## src/rtl/cnt_pkg.sv

```systemverilog
// Shared definitions for the up/down counter: saturate-mode names and Gray helper.
package cnt_pkg;

  localparam int CNT_WRAP = 0;
  localparam int CNT_SAT  = 1;

  // Binary to reflected Gray code.
  function automatic logic [31:0] to_gray(logic [31:0] b);
    return b ^ (b >> 1);
  endfunction

endpackage

```

## src/rtl/dff_vec.sv

```systemverilog
// W-bit D register, asynchronous active-high reset to zero. Holds the count state.
module dff_vec #(
  parameter int W = 4
) (
  input  logic         clk,
  input  logic         rst,
  input  logic [W-1:0] d,
  output logic [W-1:0] q
);

  // State register; reset clears the register at once, without waiting for a clock edge.
  always_ff @(posedge clk or posedge rst) begin
    if (rst) q <= '0;
    else     q <= d;
  end

endmodule

```

## src/rtl/counter_updown_mod.sv

```systemverilog
// Modulo up/down counter with load, clear, wrap/saturate modes and Gray output.
// State lives in a dff_vec instance; next-state, clamp, tc and Gray logic are in this module.
module counter_updown_mod
  import cnt_pkg::*;
#(
  parameter int              WIDTH    = 4,
  parameter longint unsigned MODULO   = 16,
  parameter int              SATURATE = CNT_WRAP
) (
  input  logic             clk,
  input  logic             rst,
  input  logic             clr,
  input  logic             load,
  input  logic [WIDTH-1:0] load_val,
  input  logic             en,
  input  logic             up,
  output logic [WIDTH-1:0] q,
  output logic [WIDTH-1:0] q_gray,
  output logic             tc,
  output logic             wrap
);

  // Reject parameter sets that cannot describe a valid range.
  if (WIDTH < 2 || WIDTH > 32)
    $error("counter_updown_mod: WIDTH must be within 2..32");
  if (MODULO < 2 || MODULO > (64'd1 << WIDTH))
    $error("counter_updown_mod: MODULO must be within 2..2**WIDTH");
  if (SATURATE != CNT_WRAP && SATURATE != CNT_SAT)
    $error("counter_updown_mod: SATURATE must be 0 or 1");

  localparam logic [WIDTH-1:0] Q_MAX = WIDTH'(MODULO - 64'd1);
  localparam bit               SAT   = (SATURATE == CNT_SAT);

  logic [WIDTH-1:0] q_nxt;
  logic             wrap_nxt;

  dff_vec #(.W(WIDTH)) u_state (
    .clk (clk),
    .rst (rst),
    .d   (q_nxt),
    .q   (q)
  );

  // Next-state selection with clr > load > en > hold priority; a wrap sets the pulse flag.
  always_comb begin
    q_nxt    = q;
    wrap_nxt = 1'b0;
    if (clr) begin
      q_nxt = '0;
    end else if (load) begin
      q_nxt = (load_val > Q_MAX) ? Q_MAX : load_val;
    end else if (en) begin
      if (up) begin
        if (q != Q_MAX)  q_nxt = q + 1'b1;
        else if (!SAT) begin
          q_nxt    = '0;
          wrap_nxt = 1'b1;
        end
      end else begin
        if (q != '0)     q_nxt = q - 1'b1;
        else if (!SAT) begin
          q_nxt    = Q_MAX;
          wrap_nxt = 1'b1;
        end
      end
    end
  end

  // Wrap pulse register: high for exactly the cycle after a wrap.
  always_ff @(posedge clk or posedge rst) begin
    if (rst) wrap <= 1'b0;
    else     wrap <= wrap_nxt;
  end

  // Terminal count: the next enabled edge would cross a range end.
  always_comb begin
    tc = en & ((up & (q == Q_MAX)) | (~up & (q == '0)));
  end

  // Gray view of the registered count.
  always_comb begin
    q_gray = WIDTH'(to_gray(32'(q)));
  end

endmodule

```

## config.mk

```make
export PLATFORM = sky130hd
export DESIGN_NAME = counter_updown_mod
export DESIGN_NICKNAME = d
export VERILOG_FILES = /design/src/rtl/cnt_pkg.sv /design/src/rtl/dff_vec.sv /design/src/rtl/counter_updown_mod.sv
export SDC_FILE = /design/constraint.sdc
export NUM_CORES = 1
export LEC_CHECK = 0
export CAP_MARGIN = 30
export CORE_AREA = 2 2 39 41
export CTS_BUF_LIST = sky130_fd_sc_hd__clkbuf_16
export DETAILED_ROUTE_END_ITERATION = 7
export DIE_AREA = 0 0 41 43
export PLACE_DENSITY = 0.72
export SKIP_LAST_GASP = 1
export SYNTH_ARGS = -nofsm -noshare
export SYNTH_HDL_FRONTEND = slang
export SYNTH_SLANG_ARGS = --single-unit
```

## constraint.sdc

```tcl
create_clock -name clk -period 1.7 [get_ports clk]
set_input_delay 0.34 -clock clk [delete_from_list [all_inputs] [get_ports clk]]
set_output_delay 0.34 -clock clk [all_outputs]
set_load 0.01 [all_outputs]
```

==> flow_summary.json <==
{
  "fin_crit_sh_pct": 101,
  "finalNonFillerCells": 110,
  "cellInternalPower_mw": 0.544,
  "report.final.slew_viol_count": 0,
  "worst_slew_pin_slew_ps": 281,
  "synthCells": 59,
  "drv_cap": 0,
  "cts_root_buf": "clkbuf_16",
  "leakage_nw": 0.472,
  "power.density_nw_per_um2": 801,
  "critical_path.max_fanout": 3,
  "dp_slack_ps": -425,
  "swShare_pct": 24.1,
  "io_pins": 20,
  "avgRoutedWirePerCell_um": 13.2,
  "gp_congestion": 0.786,
  "rsz0062_at_grt": "yes",
  "initial_utilization_pct": 36.7,
  "cp_data_arrival_time_ps": 1380,
  "track_usage_pct": 20.2,
  "avgViaCountPerCell": 5.25,
  "grt_start_max_net_pins": 9,
  "critical_path_class": "reg2out",
  "drcViolationCount": 0,
  "hold_buffers": 0,
  "ir_drop_uv": 566,
  "critPathLaunchType": "flop",
  "hold_viol_final": 0,
  "synth_nets": 76,
  "antennaDiodeCount": 0,
  "clk_path_buf_depth": 2,
  "rr_endpoint": "u_state.q[3]",
  "die_x_um": 41,
  "synth-seq-cells": 5,
  "fmax_mhz": 581,
  "slew_headroom_pct": 81.2,
  "setup-violations-final": 1,
  "min_period_ps": 1720,
  "clock_latency_ps": 230,
  "cts_made_buffers": 3,
  "wl_mm": 1.46,
  "clkSinkCount": 5,
  "synth_area_um2": 508,
  "routed-via-count": 578,
  "end_kind": "output port",
  "die_h_um": 43,
  "h-tree-depth": 1,
  "yosysSeqAreaShare_pct": 24.6,
  "power_switching_mw": 0.172,
  "grt_pass1_vias": 564,
  "drt-initial-drc-count": 8,
  "layout-drive-gt1-share_pct": 26.6,
  "outcome": "finished with violations",
  "ant_nets": 0,
  "placed_area_um2": 802,
  "fin_worst_skew_ps": 0.448,
  "fin_area_um2": 895,
  "min_path_type": "in2async",
  "synthDistinctLibCells": 29,
  "syn_to_final_growth_pct": 76.1,
  "comb_power_share_pct": 28.3,
  "setup_slack_ps": -22.4,
  "rr_worst_depth": 6,
  "port_buffers": 19,
  "grt_pass1_wl_mm": 2.33,
  "violations": "setup timing",
  "hpwl_mm": 1.16,
  "grt_overflow": 0,
  "dieArea_um2": 1760,
  "clkPwrFrac_pct": 53.0,
  "path_clk_slew_ps": 30,
  "cp.required_ps": 1360,
  "reg2reg_from": "u_state.q[1]",
  "final_nets": 112,
  "cts_tree": "built",
  "placedCellCount": 105,
  "ys_warn_count": 0,
  "tns_ps": -22.4,
  "rows": 14,
  "core_um2": 1380,
  "fin_util_pct": 64.6,
  "r2r_slack_ps": 100,
  "dr.pass1.iters": 4,
  "seq_power_share_pct": 18.7,
  "antenna_found_initial": 0,
  "syn_area_per_cell_um2": 8.61
}
==> registers in the layout, indices dropped and copies added (netlist names) <==
register   flops
wrap           1
u_state.q      4
==> per-stage QoR <==
stage | hold WS, ps | power, mW
5_1_grt | 348 | 0.752
3_5_place_dp | 547 | 0.344
3_3_place_gp | 554 | 0.339
2_1_floorplan | 119 | 0.231
4_1_cts | 312 | 0.722
6_report | 310 | 0.716
==> placed cells by master (no fill, tap or decap) <==
master           netlist  layout
and2_1                 1       1
inv_1                  6       7
nor2b_1                1       1
nand2_1                5       5
nand2b_2               1       1
a311o_1                2       2
nor3b_1                1       1
a21oi_2                0       1
clkdlybuf4s50_1        0      11
nor2_1                 4       4
a211o_2                1       1
a21oi_1                5       4
dlymetal6s2s_1         0       4
o32ai_1                1       1
a21boi_0               1       1
o21a_1                 1       1
ha_1                   7       7
o2111ai_1              1       1
dfrtp_1                5       5
o21ai_0                1       1
dlygate4sd2_1          0       2
a31o_1                 1       1
a221oi_2               1       1
nand3_1                1       1
clkbuf_2               1       1
and3_1                 2       2
clkbuf_16              0       3
nand3b_1               2       2
clkdlybuf4s15_1        0       1
and4b_2                1       1
nor3_1                 2       2
o41a_1                 1       1
buf_4                  1      16
==> worst max-delay path, cell delays in order (launching register included) <==
cell	delay, ps
dfrtp_1	390
inv_1	80
ha_1	190
nand3b_1	150
a21oi_2	190
clkbuf_2	150
==> power by group through the flow <==
stage               Sequential (mW)  Combinational (mW)  Clock (mW)
floorplan                     0.143              0.0889           0
global placement              0.135               0.205           0
detailed placement            0.135               0.209           0
CTS                           0.134               0.204       0.385
global route                  0.134               0.224       0.393
finish                        0.134               0.203       0.379
==> per-layer routing <==
layer	up-vias	part of all wire [%]	global-route usage (%)
li1	283	-	-
met1	264	43	23.3
met2	24	47	30.9
met3	7	5.8	2.09
met4	0	4.0	17.3
met5	-	0	0
==> cell families after synthesis <==
group	count (synthesis)	synth area share [%]
simple gates	21	22.9
buf+inv	10	10.1
flops	5	24.6
fa+ha+maj	7	17.2
compound gates	16	25.1
==> cell usage after synthesis <==
library cell / count / area (um^2)
ha_1: 7 / 87.6
inv_1: 6 / 22.5
a21oi_1: 5 / 25.0
dfrtp_1: 5 / 125
nand2_1: 5 / 18.8
nor2_1: 4 / 15.0
a311o_1: 2 / 20.0
and3_1: 2 / 12.5
nand3b_1: 2 / 15.0
nor3_1: 2 / 10.0
a211o_2: 1 / 10.0
a21boi_0: 1 / 7.51
a221oi_2: 1 / 15.0
a31o_1: 1 / 8.76
and2_1: 1 / 6.26
and4b_2: 1 / 11.3
buf_2: 1 / 5.00
buf_4: 1 / 7.51
buf_6: 1 / 11.3
clkbuf_2: 1 / 5.00
nand2b_2: 1 / 8.76
nand3_1: 1 / 5.00
nor2b_1: 1 / 6.26
nor3b_1: 1 / 7.51
o2111ai_1: 1 / 8.76
o21a_1: 1 / 7.51
o21ai_0: 1 / 5.00
o32ai_1: 1 / 8.76
o41a_1: 1 / 11.3
==> final cells by class <==
cell class                      count  area (um^2)
Timing Repair Buffer               35          313
Tap cell                           16         20.0
Multi-Input combinational cell     44          335
Clock inverter                      1         3.75
Clock buffer                        3         75.1
Sequential cell                     5          125
Inverter                            6         22.5
Fill cell                         117          489
==> worst max-delay path by stage <==
stage	start	to
after global routing	u_state.q[2]	tc
after CTS	up	tc
final	u_state.q[2]	tc
after detailed placement	up	tc
after floorplan	u_state.q[1]	u_state.q[2]
after global placement	up	tc
==> what timing repair did <==
action                     in CTS  in global routing
setup endpoints to repair       4                  6
setup buffers                   1                  0
gates resized for setup         4                  8
Note: power is estimated with default switching activity, not from simulation.
